File: config.mk
export PLATFORM = sky130hd
export DESIGN_NAME = modmul_flat
export DESIGN_NICKNAME = d
export VERILOG_FILES = /design/src/rtl/modmul_if.sv /design/src/rtl/modmul.sv /design/src/flat_wrapper.sv
export SDC_FILE = /design/constraint.sdc
export NUM_CORES = 1
export LEC_CHECK = 0
export CORE_UTILIZATION = 55
export CTS_CLUSTER_SIZE = 20
export DETAILED_ROUTE_END_ITERATION = 8
export PLACE_DENSITY = 0.75
export SLEW_MARGIN = 40
export SYNTH_ARGS = -nofsm -noshare
export SYNTH_HDL_FRONTEND = slang
export SYNTH_SLANG_ARGS = --single-unit
File: constraint.sdc
create_clock -name clk -period 4.21 [get_ports clk]
set_input_delay 1.0525 -clock clk [delete_from_list [all_inputs] [get_ports clk]]
set_output_delay 1.0525 -clock clk [all_outputs]
set_load 0.005 [all_outputs]
File: src/rtl/modmul_if.sv
// Operand/result bundle for the GF(29) multiplier.
// The master drives the operands and the slave returns the product.
interface modmul_if;
    logic [4:0] a;
    logic [4:0] b;
    logic [4:0] m;

    modport master (output a, output b, input m);
    modport slave  (input a, input b, output m);
endinterface

File: src/rtl/modmul.sv
// Three-stage pipelined bit-parallel multiplier over GF(29).
// Computes m = (a*b) mod 29; inputs captured at edge k appear on m after edge k+2.
module modmul (
    input  logic      clk,
    input  logic      reset,
    modmul_if.slave   bus
);
    logic [4:0] a_q, b_q;
    logic [6:0] p0_d, p0_q;
    logic [5:0] p1_d, p1_q;
    logic [4:0] m_d, m_q;

    logic [4:0] a_red;
    logic [4:0] t   [5];
    logic [4:0] sel [5];
    logic [5:0] dbl;
    logic [7:0] sum, r1, r2;

    // Stage 1 -> 2: canonicalise a, build a*2^i mod 29 by doubling, select by b
    always_comb begin
        a_red = (a_q >= 5'd29) ? 5'(a_q - 5'd29) : a_q;
        dbl   = '0;
        t[0]  = a_red;
        for (int unsigned i = 1; i < 5; i++) begin
            dbl  = {t[i-1], 1'b0};
            t[i] = (dbl >= 6'd29) ? 5'(dbl - 6'd29) : dbl[4:0];
        end
        for (int unsigned i = 0; i < 5; i++) begin
            sel[i] = b_q[i] ? t[i] : '0;
        end
        p0_d = 7'(sel[0]) + 7'(sel[1]) + 7'(sel[2]);
        p1_d = 6'(sel[3]) + 6'(sel[4]);
    end

    // Stage 2 -> 3: sum is at most 140, so subtracting 4*29, 2*29, 29 canonicalises it
    always_comb begin
        sum = 8'(p0_q) + 8'(p1_q);
        r1  = (sum >= 8'd116) ? sum - 8'd116 : sum;
        r2  = (r1 >= 8'd58) ? r1 - 8'd58 : r1;
        m_d = (r2 >= 8'd29) ? 5'(r2 - 8'd29) : r2[4:0];
    end

    always_ff @(posedge clk) begin
        if (reset) begin
            a_q  <= '0;
            b_q  <= '0;
            p0_q <= '0;
            p1_q <= '0;
            m_q  <= '0;
        end else begin
            a_q  <= bus.a;
            b_q  <= bus.b;
            p0_q <= p0_d;
            p1_q <= p1_d;
            m_q  <= m_d;
        end
    end

    assign bus.m = m_q;
endmodule

File: src/flat_wrapper.sv
// flat-port wrapper written by rule: the top's interface ports become plain ports
module modmul_flat 
  (clk, reset, bus_a, bus_b, bus_m);
  modmul_if bus_i ();
  input  logic clk;
  input  logic reset;
  input wire logic [$bits(bus_i.a)-1:0] bus_a;
  input wire logic [$bits(bus_i.b)-1:0] bus_b;
  output wire logic [$bits(bus_i.m)-1:0] bus_m;
  assign bus_i.a = bus_a;
  assign bus_i.b = bus_b;
  assign bus_m = bus_i.m;
  modmul u_core (.clk(clk), .reset(reset), .bus(bus_i));
endmodule
==> results of run 1 <==
## area by class of cell
type | count | area, µm²
fill | 375 | 1250
sequential | 28 | 567
timing repair buffer | 64 | 520
inverter | 21 | 81.3
multi-input combinational | 310 | 2600
clock buffer | 3 | 41.3
tap | 70 | 87.6
## how the worst min path moves through the flow
stage	endpoint	cells after the start	start	slack, ns
floorplan	u_core.p1_q[0]	3	u_core.b_q[3]	0.68
global placement	u_core.p1_q[5]	4	u_core.b_q[4]	0.79
detailed placement	u_core.p1_q[5]	4	u_core.b_q[4]	0.79
CTS	u_core.p1_q[5]	4	u_core.b_q[4]	0.80
global route	u_core.p1_q[5]	4	u_core.b_q[3]	0.87
finish	u_core.p1_q[5]	4	u_core.b_q[4]	0.81
## cells in the mapped netlist (all sizes together) (6+ instances only)
library cell  count  area (µm²)
o21a              6        45.0
nand2b            6        37.5
ha               31         388
nor2b            27         169
a211oi            6        67.6
xnor2            14         123
nand3            12        60.1
o21ai            15        78.8
and2             12        75.1
inv              21        78.8
nor2             43         166
mux2i             6        72.6
dfxtp            28         561
o211ai            8        60.1
a21oi            29         149
nor3             12        65.1
nand2            14        52.6
## per-layer routing
metal | vias up | routed length [µm]
met5 | - | 0
met4 | 0 | 65
met3 | 9 | 180
met2 | 46 | 3680
met1 | 1331 | 3140
li1 | 1438 | -
## repair_timing
action	CTS	global route
pin swaps	6	22
buffers inserted	2	11
setup endpoints to repair	3	14
hold endpoints to repair	0	0
cloned	0	0
gates resized for setup	7	42
hold buffers	0	0
## state kept, by name, indices dropped and copies added, names as in the netlist
| register | flops |
|---|---|
| u_core.a_q | 5 |
| u_core.b_q | 5 |
| u_core.bus.m | 5 |
| u_core.p0_q | 7 |
| u_core.p1_q | 6 |
## cell families (layout without fill, tap and decap cells)
family                     Yosys count  count (layout)
and+or+nand+nor                    147             147
buffers and inverters               27              88
DFF                                 28              28
adders and majority gates           35              35
xor gates and xnor gates            18              18
muxes                                9               9
AOI/OAI and AO/OA                  101             101
## tightest hold or removal path: stages (launching register included)
cell	delay (ns)
dfxtp_1	0.34
nor2b_1	0.14
ha_1	0.19
inv_1	0.05
a21oi_1	0.05
## through the flow
step	setup WS [ns]	cells	instance area, µm²	power (W)	hold slack [ns]
floorplan	-0.0212	365	3050	0.000536	0.682
global placement	-0.0167	480	3540	0.000636	0.786
detailed placement	-0.121	480	3540	0.000643	0.788
CTS	0.00138	485	3620	0.000790	0.799
global route	-0.149	496	3890	0.000889	0.867
finish	0.0643	496	3890	0.000838	0.811
## power groups by stage
stage / clock, W / combinational (W) / sequential (W)
2_1_floorplan: 0 / 0.000239 / 0.000297
3_3_place_gp: 0 / 0.000338 / 0.000298
3_5_place_dp: 0 / 0.000345 / 0.000298
4_1_cts: 0.000146 / 0.000352 / 0.000292
5_1_grt: 0.000155 / 0.000439 / 0.000295
6_report: 0.000141 / 0.000404 / 0.000293
==> metrics.txt, run 1 <==
DRT iter0 DRCs 90; share of layout cells above drive strength 1 0.308; largest net degree at the start of global routing 24; CP max stage cell a2111o_1; Post-synth EDFFs 0; WS Path Type flop to flop; Final min period 4.15 ns; crit path max fanout 5; global-route wire length before repair 10.5 mm; crit path capture type flop; die area 0.00565 mm²; met3 Resource Use GR 0.0214; routed vias/inst 5.69; final wirelength 7.07 mm; Compound-Gate Fraction of Synth Area 0.262; Worst Setup EP u_core.bus.m[1]; Num CTS Buffers 3; Crit path largest cell delay 0.42 ns; startpoint types flop; CTS tree built; grt total ovfl 0; Slew headroom 0.477; Clock Path Buffers 2; Worst VDD drop 141 µV; run status completed; register area share after synthesis 0.190; Remaining DRCs 0; FF-to-FF path depth 18; Pint 0.000545 W; worst hold path type flop to flop; Levels on crit path 18; vias 2824; total track usage 0.239; Primary FF master, synth dfxtp_1; nets 475; grt met1 use 0.287; Detail Route Antenna Nets 0; Worst Max-Slew Pin Slew 0.780 ns; worst r2r dst u_core.bus.m[1]; period utilization 0.985; Core Box Area 0.00514 mm²; CP startpoint u_core.p0_q[0]; Yosys cell types 62; Setup-failing EPs final 0; # rows 26; synth warn 0; DP Wirelength 5.30 mm; post-DR wirelength/cell 14.3 µm; TritonCTS Sinks 28; max frequency 241 MHz; switch share 0.349; mux cell area share after synthesis 0.0361; setup TNS 0 ns; vias in the first global route 2459; Die Span Y 75.2 µm; critical-path cell list ha_4, fa_2, a211oi_4, buf_4, o21ba_2, or2_4, a2111o_1, a21oi_2, nor2_2, ha_2, a2111oi_4, o21a_1, xnor2_2, ha_1, nand2b_1, nand3_2, o21a_1, mux2_2; clock skew 0.00519 ns; IO Count 17; initial antenna violation count 0; Adder-Cell Fraction of Synth Area 0.159; Crit path top cell by count o21a_1; simple-gate share of the synthesized area 0.262; Mapped Avg Cell Area 8.07 µm²; most common cell after layout, fill and taps aside buf_4; Clock Latency Late Sink 0.27 ns; Most Crowded Layer GR met2; mapped cell area 0.00295 mm²; Buffers on Ports 16; final hold vios 0; CP top delay family compound AO/OA/AOI/OAI gates; Logic pwr share 0.482; Net Sw Power 0.000293 W; syn nets 412; Layout area overhead 32.1%; CTS clock-pin slew for the worst setup and hold paths 0.09 ns; ys async rst share 0; largest family of logic cells by synthesized area simple AND/OR/NAND/NOR gates; setup slack, reg-to-reg 0.06 ns; DR pass1 iterations 4; share of power burned in registers 0.350; area share of xor/xnor cells in the synthesized design 0.0561; Initial Util 0.573; chip width 75.2 µm; WP data required 4.38 ns; routability congestion estimate 0.905; leakage 1.59 nW; antenna cells 0; Critical R2R Launch u_core.p0_q[0]; Post-Syn Instances 365; Finished Core Util 0.758; H-tree depth 1; WP data arrival 4.31 ns; most frequent cells in the layout buf_4, nor2_1, nor2b_1; grt met2 use 0.460; Clock Power Share 0.168; Max Slew Vio Count 0; number of synthesized register bits 28; Max-Cap Viols 0; PD cells 215 mW/mm²; RSZ-0062 raised after global routing yes; CP bufs+invs 1; CTS Root Cell clkbuf_8
Power figures use the tool's default switching activity.
==> inputs of run 2 (changes only) <==
==> constraint.sdc (replaced) <==
create_clock -name clk -period 4.21 [get_ports clk]
set_input_delay 0.842 -clock clk [delete_from_list [all_inputs] [get_ports clk]]
set_output_delay 0.842 -clock clk [all_outputs]
set_load 0.005 [all_outputs]
==> run 2 against run 1 <==
  * The flow now finishes with violations (negative setup slack)
  * Non-clock buffer count is 15 higher
  * Die area did not move
  * Critical path depth up 6
  * Cell count rose by 3.2%
  * Clock skew shrank 0.00080 ns
  * Via count up 7.5%
  * Global-route usage rose by 2.6 points
  * Worst hold slack worse by 0.0076 ns
  * Critical path type unchanged
  * Flip-flop and latch count did not move
  * Final area rose by 5.5%
  * Sequential share of layout area is 0.76 points lower
==> metrics.txt, run 2 (same netlist as run 1, synthesis figures left out) <==
run status finished with violations (was completed); failing checks negative setup slack; Hold WS 0.803 ns (was 0.811 ns); Final WS setup -0.219 ns (was 0.0643 ns); CTS clock-pin slew for the worst setup and hold paths 0.10 ns (was 0.09 ns); Slew headroom 0.505 (was 0.477); H-tree depth 1 (unchanged); WP data arrival 4.59 ns (was 4.31 ns); RSZ-0062 raised after global routing yes (unchanged); largest net degree at the start of global routing 32 (was 24); DP Wirelength 5.44 mm (was 5.30 mm); post-route cell area 0.00411 mm² (was 0.00389 mm²); DR pass1 iterations 4 (unchanged); IO Count 17 (unchanged); DRT iter0 DRCs 128 (was 90); most frequent cells in the layout buf_4, nor2_1, nor2b_1 (unchanged); Max-Cap Viols 0 (unchanged); post-DR wirelength/cell 16.2 µm (was 14.3 µm); Clock Power Share 0.228 (was 0.168); Pint 0.000627 W (was 0.000545 W); Core Box Area 0.00514 mm² (unchanged); final hold vios 0 (unchanged); crit path capture type flop (unchanged); initial antenna violation count 0 (unchanged); chip width 75.2 µm (unchanged); critical-path cell list buf_4, buf_4, ha_4, nor3_4, or4_4, a211oi_4, nor2_2, inv_2, ha_4, nand2b_4, buf_4, nand2b_4, o311ai_2, a21oi_2, buf_4, nor2b_4, a21oi_2, nor2b_1, ha_2, fa_2, a21o_1, a21oi_2, xor2_1, nor2_1 (was ha_4, fa_2, a211oi_4, buf_4, o21ba_2, or2_4, a2111o_1, a21oi_2, nor2_2, ha_2, a2111oi_4, o21a_1, xnor2_2, ha_1, nand2b_1, nand3_2, o21a_1, mux2_2); Num CTS Buffers 3 (unchanged); routed vias/inst 5.93 (was 5.69); max frequency 226 MHz (was 241 MHz); worst hold path type flop to flop (unchanged); global-route wire length before repair 11.6 mm (was 10.5 mm); WP data required 4.37 ns (was 4.38 ns); Remaining DRCs 0 (unchanged); crit path max fanout 5 (unchanged); Worst VDD drop 239 µV (was 141 µV); startpoint types flop (unchanged); worst r2r dst u_core.p1_q[4] (was u_core.bus.m[1]); Final min period 4.43 ns (was 4.15 ns); Detail Route Antenna Nets 0 (unchanged); share of layout cells above drive strength 1 0.355 (was 0.308); grt total ovfl 0 (unchanged); period utilization 1.05 (was 0.985); Clock Path Buffers 2 (unchanged); share of power burned in registers 0.309 (was 0.350); Crit path top cell by count buf_4 (was o21a_1); CP max stage cell or4_4 (was a2111o_1); CP top delay family compound AO/OA/AOI/OAI gates (unchanged); nets 490 (was 475); routability congestion estimate 0.942 (was 0.905); Logic pwr share 0.464 (was 0.482); CTS Root Cell clkbuf_8 (unchanged); CTS tree built (unchanged); Worst Hold Path Cells 3 (was 4); final wirelength 8.32 mm (was 7.07 mm); Tot Pwr 0.000950 W (was 0.000838 W); Initial Util 0.573 (unchanged); vias in the first global route 2692 (was 2459); total track usage 0.265 (was 0.239); die area 0.00565 mm² (unchanged); filler cell count in the final layout 331 (was 375); Setup-failing EPs final 11 (was 0); Max Slew Vio Count 0 (unchanged); Top Registers u_core.p0_q (7), u_core.p1_q (6) (unchanged); Reg with most FFs u_core.p0_q (unchanged); dpl cell area 0.00352 mm² (was 0.00354 mm²); CP startpoint u_core.a_q[0] (was u_core.p0_q[0]); Clock Latency Late Sink 0.28 ns (was 0.27 ns); most common cell after layout, fill and taps aside buf_4 (unchanged); Hold EP u_core.bus.m[0] (was u_core.p1_q[5]); Critical R2R Launch u_core.a_q[0] (was u_core.p0_q[0]); Layout area overhead 39.4% (was 32.1%); max FFs per register 7 (unchanged); # rows 26 (unchanged); Net Sw Power 0.000323 W (was 0.000293 W); Crit path largest cell delay 0.54 ns (was 0.42 ns); antenna cells 0 (unchanged); leakage 1.71 nW (was 1.59 nW); Worst Max-Slew Pin Slew 0.738 ns (was 0.780 ns); setup slack, reg-to-reg -0.22 ns (was 0.06 ns); Buffers on Ports 16 (unchanged); PD cells 231 mW/mm² (was 215 mW/mm²); switch share 0.340 (was 0.349); critical hold path startpoint u_core.p0_q[0] (was u_core.b_q[4]); WS Path Type flop to flop (unchanged); vias 3036 (was 2824); Die Span Y 75.2 µm (unchanged); FF-to-FF path depth 24 (was 18); CP bufs+invs 5 (was 1); TritonCTS Sinks 28 (unchanged); clock skew 0.00438 ns (was 0.00519 ns)
[run 2: changes by cell type in the layout (fill, tap and decap cells not counted), moves of 2 or more]
cell / before / now
nand2b_4: 2 / 4
buf_6: 0 / 4
a21oi_2: 7 / 9
a21oi_1: 21 / 19
buf_4: 48 / 59
nand2b_1: 4 / 2
[run 2: area by class of cell]
class                      instances  area [µm²]  area share
inverter                          21        81.3      0.0198
timing repair buffer              79         643       0.157
sequential                        28         567       0.138
clock inverter                     1        30.0     0.00731
tap                               70        87.6      0.0213
clock buffer                       3        41.3      0.0100
multi-input combinational        310        2660       0.647
[run 2: per-stage QoR]
stage	std cells	setup TNS, ns	setup WS [ns]	util
2_1_floorplan	365	-0.0212	-0.0212	-
3_3_place_gp	479	-0.0126	-0.00866	0.686
3_5_place_dp	479	-0.498	-0.190	0.685
4_1_cts	494	-0.0585	-0.0308	0.722
5_1_grt	512	-3.19	-0.462	0.799
6_report	512	-0.829	-0.219	0.799
[run 2: worst max path at each step]
stage,end,slack (ns),depth (start not counted)
floorplan,u_core.p1_q[4],-0.02,21
global placement,u_core.bus.m[1],-0.009,18
detailed placement,u_core.p1_q[5],-0.19,22
CTS,u_core.bus.m[1],-0.03,18
global route,u_core.p1_q[4],-0.46,23
finish,u_core.p1_q[4],-0.22,24
[run 2: power by group through the flow]
stage | Clock (W) | Combinational [W] | Sequential, W
after floorplan | 0 | 0.000239 | 0.000297
after global placement | 0 | 0.000337 | 0.000297
after detailed placement | 0 | 0.000345 | 0.000298
after CTS | 0.000219 | 0.000360 | 0.000291
after global routing | 0.000231 | 0.000475 | 0.000295
final | 0.000216 | 0.000441 | 0.000293
[run 2: worst reg2reg max path, delay by kind of cell, from the launching register on]
kind	cells	cell delay, ns
AOI/OAI and AO/OA	6	1.17
xor gates and xnor gates	1	0.15
adders and majority gates	4	0.90
buffers and inverters	5	0.68
DFF	1	0.35
and+or+nand+nor	8	1.07
[run 2: timing repair]
item	4_1_cts	5_1_grt
resized for setup	10	56
endpoints found under the setup margin	6	14
pin swaps	16	35
hold buffers	0	0
setup buffers	11	18
[run 2: layer usage]
metal / share of wire / wire length [µm] / GRT usage / up-vias
met5: 0 / 0 / 0 / -
met4: 0.029 / 240 / 0.103 / 0
met3: 0.039 / 326 / 0.0241 / 27
met2: 0.52 / 4360 / 0.508 / 102
met1: 0.41 / 3390 / 0.301 / 1435
li1: - / - / - / 1472
